`src/rtl/line_mem_bridge_if.sv`:
```
// Bus bundle between the cache memory port, the line bridge and the word-wide backing RAM.
// The slave modport is the bridge; the master modport is the cache plus the RAM around it.
interface line_mem_bridge_if #(
   parameter int unsigned LINE_ADDR_W = 26,
   parameter int unsigned WORD_W      = 32,
   parameter int unsigned WORDS       = 4
);
   localparam int unsigned LineW = WORD_W * WORDS;

   logic [LINE_ADDR_W-1:0] i_c_addr;
   logic [WORDS-1:0]       i_c_byte_en;
   logic [LineW-1:0]       i_c_writedata;
   logic                   i_c_read;
   logic                   i_c_write;
   logic [LineW-1:0]       o_c_readdata;
   logic                   o_c_readdata_valid;
   logic                   o_c_waitrequest;
   logic [LINE_ADDR_W+1:0] o_r_addr;
   logic [WORD_W-1:0]      o_r_writedata;
   logic                   o_r_we;
   logic                   o_r_re;
   logic [WORD_W-1:0]      i_r_readdata;
   logic                   i_r_readdata_valid;

   modport slave (
      input  i_c_addr, i_c_byte_en, i_c_writedata, i_c_read, i_c_write,
      input  i_r_readdata, i_r_readdata_valid,
      output o_c_readdata, o_c_readdata_valid, o_c_waitrequest,
      output o_r_addr, o_r_writedata, o_r_we, o_r_re
   );

   modport master (
      output i_c_addr, i_c_byte_en, i_c_writedata, i_c_read, i_c_write,
      output i_r_readdata, i_r_readdata_valid,
      input  o_c_readdata, o_c_readdata_valid, o_c_waitrequest,
      input  o_r_addr, o_r_writedata, o_r_we, o_r_re
   );
endinterface

```
`src/rtl/line_mem_bridge.sv`:
```
// Serialises 128-bit cache line reads/writes into four 32-bit RAM word accesses and
// reassembles read lines; every output is a register.
module line_mem_bridge #(
   parameter int unsigned LINE_ADDR_W = 26,
   parameter int unsigned WORD_W      = 32,
   parameter int unsigned WORDS       = 4
) (
   input  logic                   clk,
   input  logic                   rst,
   line_mem_bridge_if.slave       bus,
   output logic                   o_err,
   output logic [31:0]            cnt_line_rd,
   output logic [31:0]            cnt_line_wr
);
   localparam int unsigned LineW = WORD_W * WORDS;

   typedef enum logic [2:0] {StIdle, StWr, StRdIssue, StRdWait, StResp} state_e;

   state_e                 state_q;
   logic [LINE_ADDR_W-1:0] addr_q;
   logic [WORDS-1:0]       be_q;
   logic [LineW-1:0]       wdata_q;
   logic [1:0]             idx_q;
   logic [1:0]             idx_nxt;

   assign idx_nxt = idx_q + 2'd1;

   always_ff @(posedge clk) begin
      if (rst) begin
         state_q                <= StIdle;
         addr_q                 <= '0;
         be_q                   <= '0;
         wdata_q                <= '0;
         idx_q                  <= 2'd0;
         bus.o_c_readdata       <= '0;
         bus.o_c_readdata_valid <= 1'b0;
         bus.o_c_waitrequest    <= 1'b0;
         bus.o_r_addr           <= '0;
         bus.o_r_writedata      <= '0;
         bus.o_r_we             <= 1'b0;
         bus.o_r_re             <= 1'b0;
         o_err                  <= 1'b0;
         cnt_line_rd            <= '0;
         cnt_line_wr            <= '0;
      end else begin
         bus.o_r_we             <= 1'b0;
         bus.o_r_re             <= 1'b0;
         bus.o_c_readdata_valid <= 1'b0;
         unique case (state_q)
            StIdle: begin
               if (bus.i_c_write || bus.i_c_read) begin
                  addr_q              <= bus.i_c_addr;
                  be_q                <= bus.i_c_byte_en;
                  wdata_q             <= bus.i_c_writedata;
                  idx_q               <= 2'd0;
                  bus.o_c_waitrequest <= 1'b1;
                  bus.o_r_addr        <= {bus.i_c_addr, 2'd0};
                  // Word 0 is launched on the accept edge so each slot is one busy cycle.
                  if (bus.i_c_write) begin
                     state_q           <= StWr;
                     bus.o_r_we        <= bus.i_c_byte_en[0];
                     bus.o_r_writedata <= bus.i_c_writedata[WORD_W-1:0];
                     if (bus.i_c_read) o_err <= 1'b1;
                  end else begin
                     state_q    <= StRdIssue;
                     bus.o_r_re <= 1'b1;
                  end
               end
            end
            StWr: begin
               if (idx_q == 2'd3) begin
                  state_q             <= StIdle;
                  bus.o_c_waitrequest <= 1'b0;
                  cnt_line_wr         <= cnt_line_wr + 32'd1;
               end else begin
                  idx_q             <= idx_nxt;
                  bus.o_r_addr      <= {addr_q, idx_nxt};
                  bus.o_r_we        <= be_q[idx_nxt];
                  bus.o_r_writedata <= wdata_q[idx_nxt*WORD_W +: WORD_W];
               end
            end
            StRdIssue: begin
               state_q <= StRdWait;
            end
            StRdWait: begin
               if (bus.i_r_readdata_valid) begin
                  bus.o_c_readdata[idx_q*WORD_W +: WORD_W] <= bus.i_r_readdata;
                  if (idx_q == 2'd3) begin
                     state_q                <= StResp;
                     bus.o_c_readdata_valid <= 1'b1;
                  end else begin
                     idx_q        <= idx_nxt;
                     state_q      <= StRdIssue;
                     bus.o_r_re   <= 1'b1;
                     bus.o_r_addr <= {addr_q, idx_nxt};
                  end
               end
            end
            StResp: begin
               state_q             <= StIdle;
               bus.o_c_waitrequest <= 1'b0;
               cnt_line_rd         <= cnt_line_rd + 32'd1;
            end
            default: begin
               state_q             <= StIdle;
               bus.o_c_waitrequest <= 1'b0;
            end
         endcase
      end
   end

endmodule
```
`src/flat_wrapper.sv`:
```
// flat-port wrapper written by rule: the top's interface ports become plain ports
module line_mem_bridge_flat 
#(
   parameter int unsigned LINE_ADDR_W = 26,
   parameter int unsigned WORD_W      = 32,
   parameter int unsigned WORDS       = 4
)
  (clk, rst, o_err, cnt_line_rd, cnt_line_wr, bus_i_c_addr, bus_i_c_byte_en, bus_i_c_writedata, bus_i_c_read, bus_i_c_write, bus_i_r_readdata, bus_i_r_readdata_valid, bus_o_c_readdata, bus_o_c_readdata_valid, bus_o_c_waitrequest, bus_o_r_addr, bus_o_r_writedata, bus_o_r_we, bus_o_r_re);
  line_mem_bridge_if #(.LINE_ADDR_W(LINE_ADDR_W), .WORD_W(WORD_W), .WORDS(WORDS)) bus_i ();
  input  logic clk;
  input  logic rst;
  output logic o_err;
  output logic [31:0] cnt_line_rd;
  output logic [31:0] cnt_line_wr;
  input wire logic [$bits(bus_i.i_c_addr)-1:0] bus_i_c_addr;
  input wire logic [$bits(bus_i.i_c_byte_en)-1:0] bus_i_c_byte_en;
  input wire logic [$bits(bus_i.i_c_writedata)-1:0] bus_i_c_writedata;
  input wire logic [$bits(bus_i.i_c_read)-1:0] bus_i_c_read;
  input wire logic [$bits(bus_i.i_c_write)-1:0] bus_i_c_write;
  input wire logic [$bits(bus_i.i_r_readdata)-1:0] bus_i_r_readdata;
  input wire logic [$bits(bus_i.i_r_readdata_valid)-1:0] bus_i_r_readdata_valid;
  output wire logic [$bits(bus_i.o_c_readdata)-1:0] bus_o_c_readdata;
  output wire logic [$bits(bus_i.o_c_readdata_valid)-1:0] bus_o_c_readdata_valid;
  output wire logic [$bits(bus_i.o_c_waitrequest)-1:0] bus_o_c_waitrequest;
  output wire logic [$bits(bus_i.o_r_addr)-1:0] bus_o_r_addr;
  output wire logic [$bits(bus_i.o_r_writedata)-1:0] bus_o_r_writedata;
  output wire logic [$bits(bus_i.o_r_we)-1:0] bus_o_r_we;
  output wire logic [$bits(bus_i.o_r_re)-1:0] bus_o_r_re;
  assign bus_i.i_c_addr = bus_i_c_addr;
  assign bus_i.i_c_byte_en = bus_i_c_byte_en;
  assign bus_i.i_c_writedata = bus_i_c_writedata;
  assign bus_i.i_c_read = bus_i_c_read;
  assign bus_i.i_c_write = bus_i_c_write;
  assign bus_i.i_r_readdata = bus_i_r_readdata;
  assign bus_i.i_r_readdata_valid = bus_i_r_readdata_valid;
  assign bus_o_c_readdata = bus_i.o_c_readdata;
  assign bus_o_c_readdata_valid = bus_i.o_c_readdata_valid;
  assign bus_o_c_waitrequest = bus_i.o_c_waitrequest;
  assign bus_o_r_addr = bus_i.o_r_addr;
  assign bus_o_r_writedata = bus_i.o_r_writedata;
  assign bus_o_r_we = bus_i.o_r_we;
  assign bus_o_r_re = bus_i.o_r_re;
  line_mem_bridge #(.LINE_ADDR_W(LINE_ADDR_W), .WORD_W(WORD_W), .WORDS(WORDS)) u_core (.clk(clk), .rst(rst), .bus(bus_i), .o_err(o_err), .cnt_line_rd(cnt_line_rd), .cnt_line_wr(cnt_line_wr));
endmodule
```
`config.mk`:
```
export PLATFORM = sky130hd
export DESIGN_NAME = line_mem_bridge_flat
export DESIGN_NICKNAME = d
export VERILOG_FILES = /design/src/rtl/line_mem_bridge_if.sv /design/src/rtl/line_mem_bridge.sv /design/src/flat_wrapper.sv
export SDC_FILE = /design/constraint.sdc
export NUM_CORES = 1
export LEC_CHECK = 0
export ABC_CLOCK_PERIOD_IN_PS = 6600
export CAP_MARGIN = 20
export CORE_MARGIN = 3
export CORE_UTILIZATION = 52
export CTS_CLUSTER_SIZE = 10
export DETAILED_ROUTE_END_ITERATION = 10
export GPL_TIMING_DRIVEN = 1
export PLACE_DENSITY = 0.9
export RECOVER_POWER = 100
export SLEW_MARGIN = 10
export SYNTH_ARGS = -nofsm -noshare
export SYNTH_HDL_FRONTEND = slang
export SYNTH_SLANG_ARGS = --single-unit
```
`constraint.sdc`:
```
create_clock -name clk -period 6.6 [get_ports clk]
set_input_delay 1.32 -clock clk [delete_from_list [all_inputs] [get_ports clk]]
set_output_delay 1.32 -clock clk [all_outputs]
set_load 0.02 [all_outputs]
```
==> results of run 1 <==
==> registers in the layout, indices dropped and copies added, names as in the netlist, 3 cells and up <==
register                  count
u_core.bus.o_c_readdata     128
u_core.wdata_q              128
u_core.bus.o_r_writedata     32
u_core.cnt_line_rd           32
u_core.cnt_line_wr           32
u_core.bus.o_r_addr          28
u_core.addr_q                26
u_core.be_q                   4
u_core.state_q                3
==> stage by stage <==
step	area [µm²]	setup WS, ps
floorplan	16900	3560
global placement	21500	2480
detailed placement	21500	2370
CTS	22800	2920
global route	22700	1760
finish	22700	1950
==> power groups by stage <==
stage | clock (mW) | combinational, mW | sequential (mW)
4_1_cts | 2.31 | 1.09 | 2.80
2_1_floorplan | 0 | 0.570 | 2.91
5_1_grt | 2.41 | 1.15 | 2.82
3_5_place_dp | 0 | 1.08 | 2.85
3_3_place_gp | 0 | 1.05 | 2.84
6_report | 2.29 | 1.07 | 2.80
==> worst max-delay path, delay by kind of cell <==
kind                   cells  cell delay, ps
AND/OR/NAND/NOR            3            2280
buffers and inverters      2            1200
AO/OA/AOI/OAI              1             230
==> worst max path at each step <==
stage,endpoint,slack [ps],depth (start not counted)
after floorplan,u_core.bus.o_c_readdata[10],3560,10
after global placement,u_core.bus.o_c_readdata[97],2480,5
after detailed placement,u_core.bus.o_c_readdata[36],2370,5
after CTS,u_core.bus.o_c_readdata[36],2920,5
after global routing,u_core.wdata_q[126],1760,6
final,u_core.wdata_q[121],1950,6
==> cell usage in the layout, fill, tap and decap left out, types with 2 or more instances in the layout <==
cell type / instances
o21ai_0: 16
xor2_1: 10
nor4b_1: 3
a311oi_1: 58
ha_1: 7
and4bb_1: 2
buf_12: 2
buf_4: 11
a22oi_1: 65
clkbuf_8: 2
a21oi_1: 291
clkbuf_1: 15
nor2b_1: 10
dfxtp_1: 418
nor2_1: 129
mux4_2: 33
a2bb2oi_1: 2
nand4_1: 54
nor3b_2: 2
nand3_1: 51
diode_2: 11
nor3b_1: 2
and3_1: 5
clkbuf_16: 49
xnor2_1: 5
nand2_1: 481
clkdlybuf4s50_1: 191
o31ai_1: 25
and2_1: 9
inv_1: 8
mux2_2: 8
nor3_1: 8
or4_1: 27
nor4_1: 7
and4_1: 9
dlygate4sd3_1: 259
buf_8: 2
or3_1: 14
mux2i_1: 26
==> logic make-up after synthesis <==
kind of cell / share of synthesized area (%)
compound gates: 16.5
xor+xnor: 0.778
fa+ha+maj: 0.593
buf+inv: 4.30
flops: 49.6
mux: 6.54
simple gates: 21.7
==> area by class of cell <==
type                            instances  area, µm²
Fill cell                            2269       9050
Sequential cell                       418       8370
Multi-Input combinational cell       1377       7800
Timing Repair Buffer                  473       4690
Clock buffer                           59       1280
Tap cell                              435        544
Inverter                                9       33.8
Antenna cell                           11       27.5
==> layer usage <==
layer	up-vias	part of all wire [%]	global-route usage [%]	wire length [µm]
met2	848	48	49.8	26100
met3	196	9.5	8.09	5180
met1	7852	37	35.6	20500
li1	7641	-	-	-
met5	-	0.024	0	13
met4	2	5.3	15.5	2880
==> run summary, run 1 <==
# nets final: 2530
CTS root buf: clkbuf_16
Period utilization: 70.5%
RR Startpoint: u_core.bus.o_r_addr[0]
Fmax: 0.215 GHz
Final setup fails: 0
Synthesized area: 16900 µm²
Cell Chain, Critical Path: dlygate4sd3_1 > nor2_1 > or3_1 > buf_4 > nand2_1 > a21oi_1
First-pass GRT wire length: 84400 µm
Worst EP required: 7020 ps
Power per cell area: 271 nW/µm²
Routed Antenna Nets: 0
Distinct cells, synth: 48
Core Area: 31800 µm²
Slowest stage delay, CP: 1830 ps
CP endpoint kind: register
CTS H-Tree Depth: 2
Syn-to-layout area delta: 34.7%
Post-synthesis average cell area: 8.54 µm²
Hold wc startpoint: u_core.bus.o_c_readdata[95]
Setup crit start kind: primary input
Hold endpoint: u_core.bus.o_c_readdata[95]
Commonest cells post-synth: 481 x nand2_1, 418 x dfxtp_1, 291 x a21oi_1, 144 x clkbuf_1, 129 x nor2_1
Slew Limit Fails: 185
Worst skew pair latency: 530 ps
Grt ovf: 0
# Post-CTS Setup Buffers: 0
Die height: 186 µm
Ys Warns: 0
CTS max path bufs: 3
IO buf count: 451
Critical path arrival: 5070 ps
Setup Skew: 13.6 ps
Setup_tns: 0 ps
Reg2reg setup slack: 2380 ps
Detailed Route Iter0 Violations: 1429
Post-synth top area cell: dfxtp_1
Switching Share: 27.3%
Status: complete, but fails checks
Slew @ Worst Pin: 2470 ps
Crit path time final: 4650 ps
Die area: 34700 µm²
Post-CTS sizing: 0
Global Route Usage Sum: 29.9%
Routed length per instance: 19.7 µm
RSZ-0062 raised after global routing: no
Initial antenna violation count: 12
Placed Cells: 2708
Internal: 4.47 mW
Syn Nets: 2181
Sequential element share of the synthesized area: 49.6%
Final Hold Viols: 0
Vias in the first global route: 16.1k
Synth async-reset ratio: 0%
Max cap viols: 4
Power, Total: 6.15 mW
Die width: 186 µm
Reg clk slew, reported paths: 50 ps
Syn Inst Count: 1978
Slowest-stage cell, CP: or3_1
CTS tree: built
DRC: 0
Share of cells above drive strength 1: 5.05%
Hold Crit Depth: 2
Seq pwr share: 45.5%
Worst IR Drop VDD: 183 µV
# IOs: 452
Clock sinks: 418
Area fraction of the dominant cell type after synthesis: 49.6%
Hold Worst Slack: 445 ps
Max_slew headroom: -64.4%
Failing checks: max-capacitance violations, max-slew violations
Initial Util: 53.1%
Final core utilization: 71.5%
DPL Wire Length: 36000 µm
Min-Delay Path Class: register to register
Count leader, synth: nand2_1
R2R Path End: u_core.bus.o_c_readdata[126]
Comb power frac: 17.3%
Most used DFF post-synth: dfxtp_1
Yosys reg bits: 418
Largest net degree at the start of global routing: 236
R2R cell count: 9
Beginning of the critical path: bus_i_c_write
Vias: 16.5k
DR vias/cell: 5.95
Post-route insts no fill: 2782
Drt pass-1 iters: 6
Clk pwr share: 37.2%
Crit Path Category: primary input to register
Switching Power: 1.68 mW
Routability cong.: 0.871
CTS Buf Count: 48
# hold bufs at CTS: 0
Worst-path maximum fanout: 74
Total Routed Length: 54700 µm
Leak: 8.76 nW
EDFF count, synth: 0
Site Rows: 65
Area contributors post-synth: dfxtp_1 50%, nand2_1 11%, a21oi_1 8.6%
Power figures use the tool's default switching activity.
==> inputs of run 2 (changes only) <==
--- a/config.mk
+++ b/config.mk
@@ -5,14 +5,14 @@
 export SDC_FILE = /design/constraint.sdc
 export NUM_CORES = 1
 export LEC_CHECK = 0
-export ABC_CLOCK_PERIOD_IN_PS = 6600
+export ABC_CLOCK_PERIOD_IN_PS = 4500
 export CAP_MARGIN = 20
 export CORE_MARGIN = 3
-export CORE_UTILIZATION = 52
+export CORE_UTILIZATION = 49
 export CTS_CLUSTER_SIZE = 10
 export DETAILED_ROUTE_END_ITERATION = 10
 export GPL_TIMING_DRIVEN = 1
-export PLACE_DENSITY = 0.9
+export PLACE_DENSITY = 0.86
 export RECOVER_POWER = 100
 export SLEW_MARGIN = 10
 export SYNTH_ARGS = -nofsm -noshare
==> constraint.sdc (replaced) <==
create_clock -name clk -period 4.5 [get_ports clk]
set_input_delay 0.9 -clock clk [delete_from_list [all_inputs] [get_ports clk]]
set_output_delay 0.9 -clock clk [all_outputs]
set_load 0.02 [all_outputs]
==> run summary, run 2 (synthesis results as in run 1) <==
Status: complete, but fails checks (unchanged)
Failing checks: max-capacitance violations, max-slew violations (unchanged)
Commonest cells after routing, fill and taps aside: 481 x nand2_1, 417 x dfxtp_1, 291 x a21oi_1 (was 481 x nand2_1, 418 x dfxtp_1, 291 x a21oi_1)
Hold Crit Depth: 2 (unchanged)
Largest delay share family, worst path: buffers and inverters (was simple AND/OR/NAND/NOR gates)
Initial antenna violation count: 3 (was 12)
Leak: 8.84 nW (was 8.76 nW)
Setup crit start kind: primary input (unchanged)
CTS tree: built (unchanged)
Switching Power: 2.49 mW (was 1.68 mW)
Reg2reg setup slack: 1070 ps (was 2380 ps)
R2R cell count: 6 (was 9)
Clk pwr share: 36.8% (was 37.2%)
Sequential cell area: 8370 µm² (about the same)
Fmax: 0.284 GHz
# fillers: 2585 (was 2269)
Min-Delay Path Class: register to register (unchanged)
Site Rows: 67 (was 65)
Post-route insts no fill: 2795 (was 2782)
Vias in the first global route: 16.0k (was 16.1k)
CP endpoint kind: register (unchanged)
RR Startpoint: u_core.bus.o_r_addr[1] (was u_core.bus.o_r_addr[0])
Max cap viols: 5 (was 4)
Worst IR Drop VDD: 310 µV (was 183 µV)
Cell Chain, Critical Path: dlygate4sd3_1 > and4b_1 > buf_4 > clkbuf_1 > and3_1 > buf_4 > a22oi_1 > nor2_1 (was dlygate4sd3_1 > nor2_1 > or3_1 > buf_4 > nand2_1 > a21oi_1)
Seq pwr share: 45.4% (was 45.5%)
Most common cell after layout, fill and taps aside: nand2_1 (unchanged)
Setup Skew: 12.7 ps (was 13.6 ps)
Worst-path maximum fanout: 32 (was 74)
Power, Total: 9.06 mW (was 6.15 mW)
Vias: 16.4k (was 16.5k)
CTS max path bufs: 3 (unchanged)
Slowest-stage cell, CP: clkbuf_1 (was or3_1)
Syn-to-layout area delta: 35.5% (was 34.7%)
Share of cells above drive strength 1: 5.42% (was 5.05%)
Pre-CTS setup slack: 1190 ps (was 2370 ps)
IO buf count: 451 (unchanged)
Die area: 36700 µm² (was 34700 µm²)
# Post-CTS Setup Buffers: 0 (unchanged)
Die width: 192 µm (was 186 µm)
Final Hold Viols: 0 (unchanged)
Switching Share: 27.5% (was 27.3%)
Routed Antenna Nets: 0 (unchanged)
Core Area: 33800 µm² (was 31800 µm²)
DR vias/cell: 5.88 (was 5.95)
CTS root buf: clkbuf_16 (unchanged)
Worst setup margin: 984 ps (was 1950 ps)
Internal: 6.57 mW (was 4.47 mW)
Placed Cells: 2734 (was 2708)
R2R Path End: u_core.bus.o_c_readdata[70] (was u_core.bus.o_c_readdata[126])
Slowest stage delay, CP: 910 ps (was 1830 ps)
Initial Util: 50.0% (was 53.1%)
RSZ-0062 raised after global routing: no (unchanged)
Crit path time final: 3520 ps
CTS Buf Count: 48 (unchanged)
WP buf/inv: 4 (was 2)
Largest net degree at the start of global routing: 159 (was 236)
Post-CTS sizing: 0 (unchanged)
Total Routed Length: 55900 µm (was 54700 µm)
# IOs: 452 (unchanged)
Final setup fails: 0 (unchanged)
DRC: 0 (unchanged)
Crit. path cell count: 8 (was 6)
Worst EP required: 4950 ps (was 7020 ps)
Slew Limit Fails: 168 (was 185)
Setup_tns: 0 ps (unchanged)
Clock sinks: 418 (unchanged)
Global Route Usage Sum: 29.0% (was 29.9%)
Max_slew headroom: -18.2% (was -64.4%)
Hold wc startpoint: u_core.bus.o_c_readdata[3] (was u_core.bus.o_c_readdata[95])
Worst skew pair latency: 530 ps (about the same)
Die height: 192 µm (was 186 µm)
Area occupied by multi-input gates: 7800 µm² (about the same)
Routability cong.: 0.891 (was 0.871)
Power per cell area: 396 nW/µm² (was 271 nW/µm²)
Drt pass-1 iters: 5 (was 6)
Period utilization: 78.1%
# hold bufs at CTS: 0 (unchanged)
Top Registers: u_core.bus.o_c_readdata: 128 flops, u_core.wdata_q: 128 flops (unchanged)
Comb power frac: 17.8% (was 17.3%)
Detailed Route Iter0 Violations: 1208 (was 1429)
Crit Path Category: primary input to register (unchanged)
Grt ovf: 0 (unchanged)
Routed length per instance: 20.0 µm (was 19.7 µm)
DPL Wire Length: 37500 µm (was 36000 µm)
CTS H-Tree Depth: 2 (unchanged)
Critical path arrival: 3960 ps (was 5070 ps)
# nets final: 2542 (was 2530)
Most used cell, CP: buf_4
Slew @ Worst Pin: 1770 ps (was 2470 ps)
First-pass GRT wire length: 86000 µm (was 84400 µm)
Reg clk slew, reported paths: 60 ps (was 50 ps)
Hold endpoint: u_core.bus.o_c_readdata[3] (was u_core.bus.o_c_readdata[95])
[run 2: cell count changes in the layout (fill, tap and decap cells not counted), moves of 3 or more]
cell	delta
clkbuf_1	-3
buf_4	+7
diode_2	-8
buf_12	+4
[run 2: final cells by class]
| class | count | area share [%] |
|---|---|---|
| flip-flops and latches | 418 | 36.6 |
| multi-input cells | 1377 | 34.1 |
| repair buffers | 485 | 21.2 |
| clock buffers | 54 | 5.49 |
| well taps | 448 | 2.45 |
| inverters | 9 | 0.148 |
| clock inverters | 1 | 0.0383 |
| diodes | 3 | 0.0328 |
[run 2: tightest hold or removal path: cells and delay by family, from the launching register on]
kind	cells	cell delay, ps
AND/OR/NAND/NOR	1	50
flip-flops	1	300
AO/OA/AOI/OAI	1	50
[run 2: stage by stage]
step	hold slack, ps	util [%]	instance area, µm²
floorplan	433	-	16900
global placement	437	64.0	21600
detailed placement	443	64.0	21600
CTS	450	67.7	22900
global route	464	67.7	22900
finish	446	67.7	22900
[run 2: power by group through the flow]
| stage | combinational, mW | sequential (mW) | clock, mW |
|---|---|---|---|
| CTS | 1.63 | 4.11 | 3.38 |
| finish | 1.61 | 4.11 | 3.34 |
| detailed placement | 1.62 | 4.19 | 0 |
| floorplan | 0.836 | 4.27 | 0 |
| global placement | 1.58 | 4.17 | 0 |
| global route | 1.74 | 4.13 | 3.54 |
[run 2: worst max path at each step]
| stage | start | end |
|---|---|---|
| after floorplan | u_core.bus.o_r_addr[0] | u_core.bus.o_c_readdata[10] |
| after global placement | bus_i_c_write | u_core.bus.o_r_writedata[29] |
| after detailed placement | bus_i_c_write | u_core.bus.o_r_writedata[8] |
| after CTS | u_core.cnt_line_rd[3] | u_core.cnt_line_rd[27] |
| after global routing | bus_i_c_write | u_core.addr_q[17] |
| final | bus_i_r_readdata_valid | u_core.bus.o_c_readdata[104] |
[run 2: per-layer routing]
metal	global-route usage (%)	vias to the layer above	share of wire (%)
met5	0	-	0.023
met4	12.3	2	4.7
met3	7.68	164	8.9
met2	49.6	797	48
met1	34.4	7810	38
li1	-	7657	-
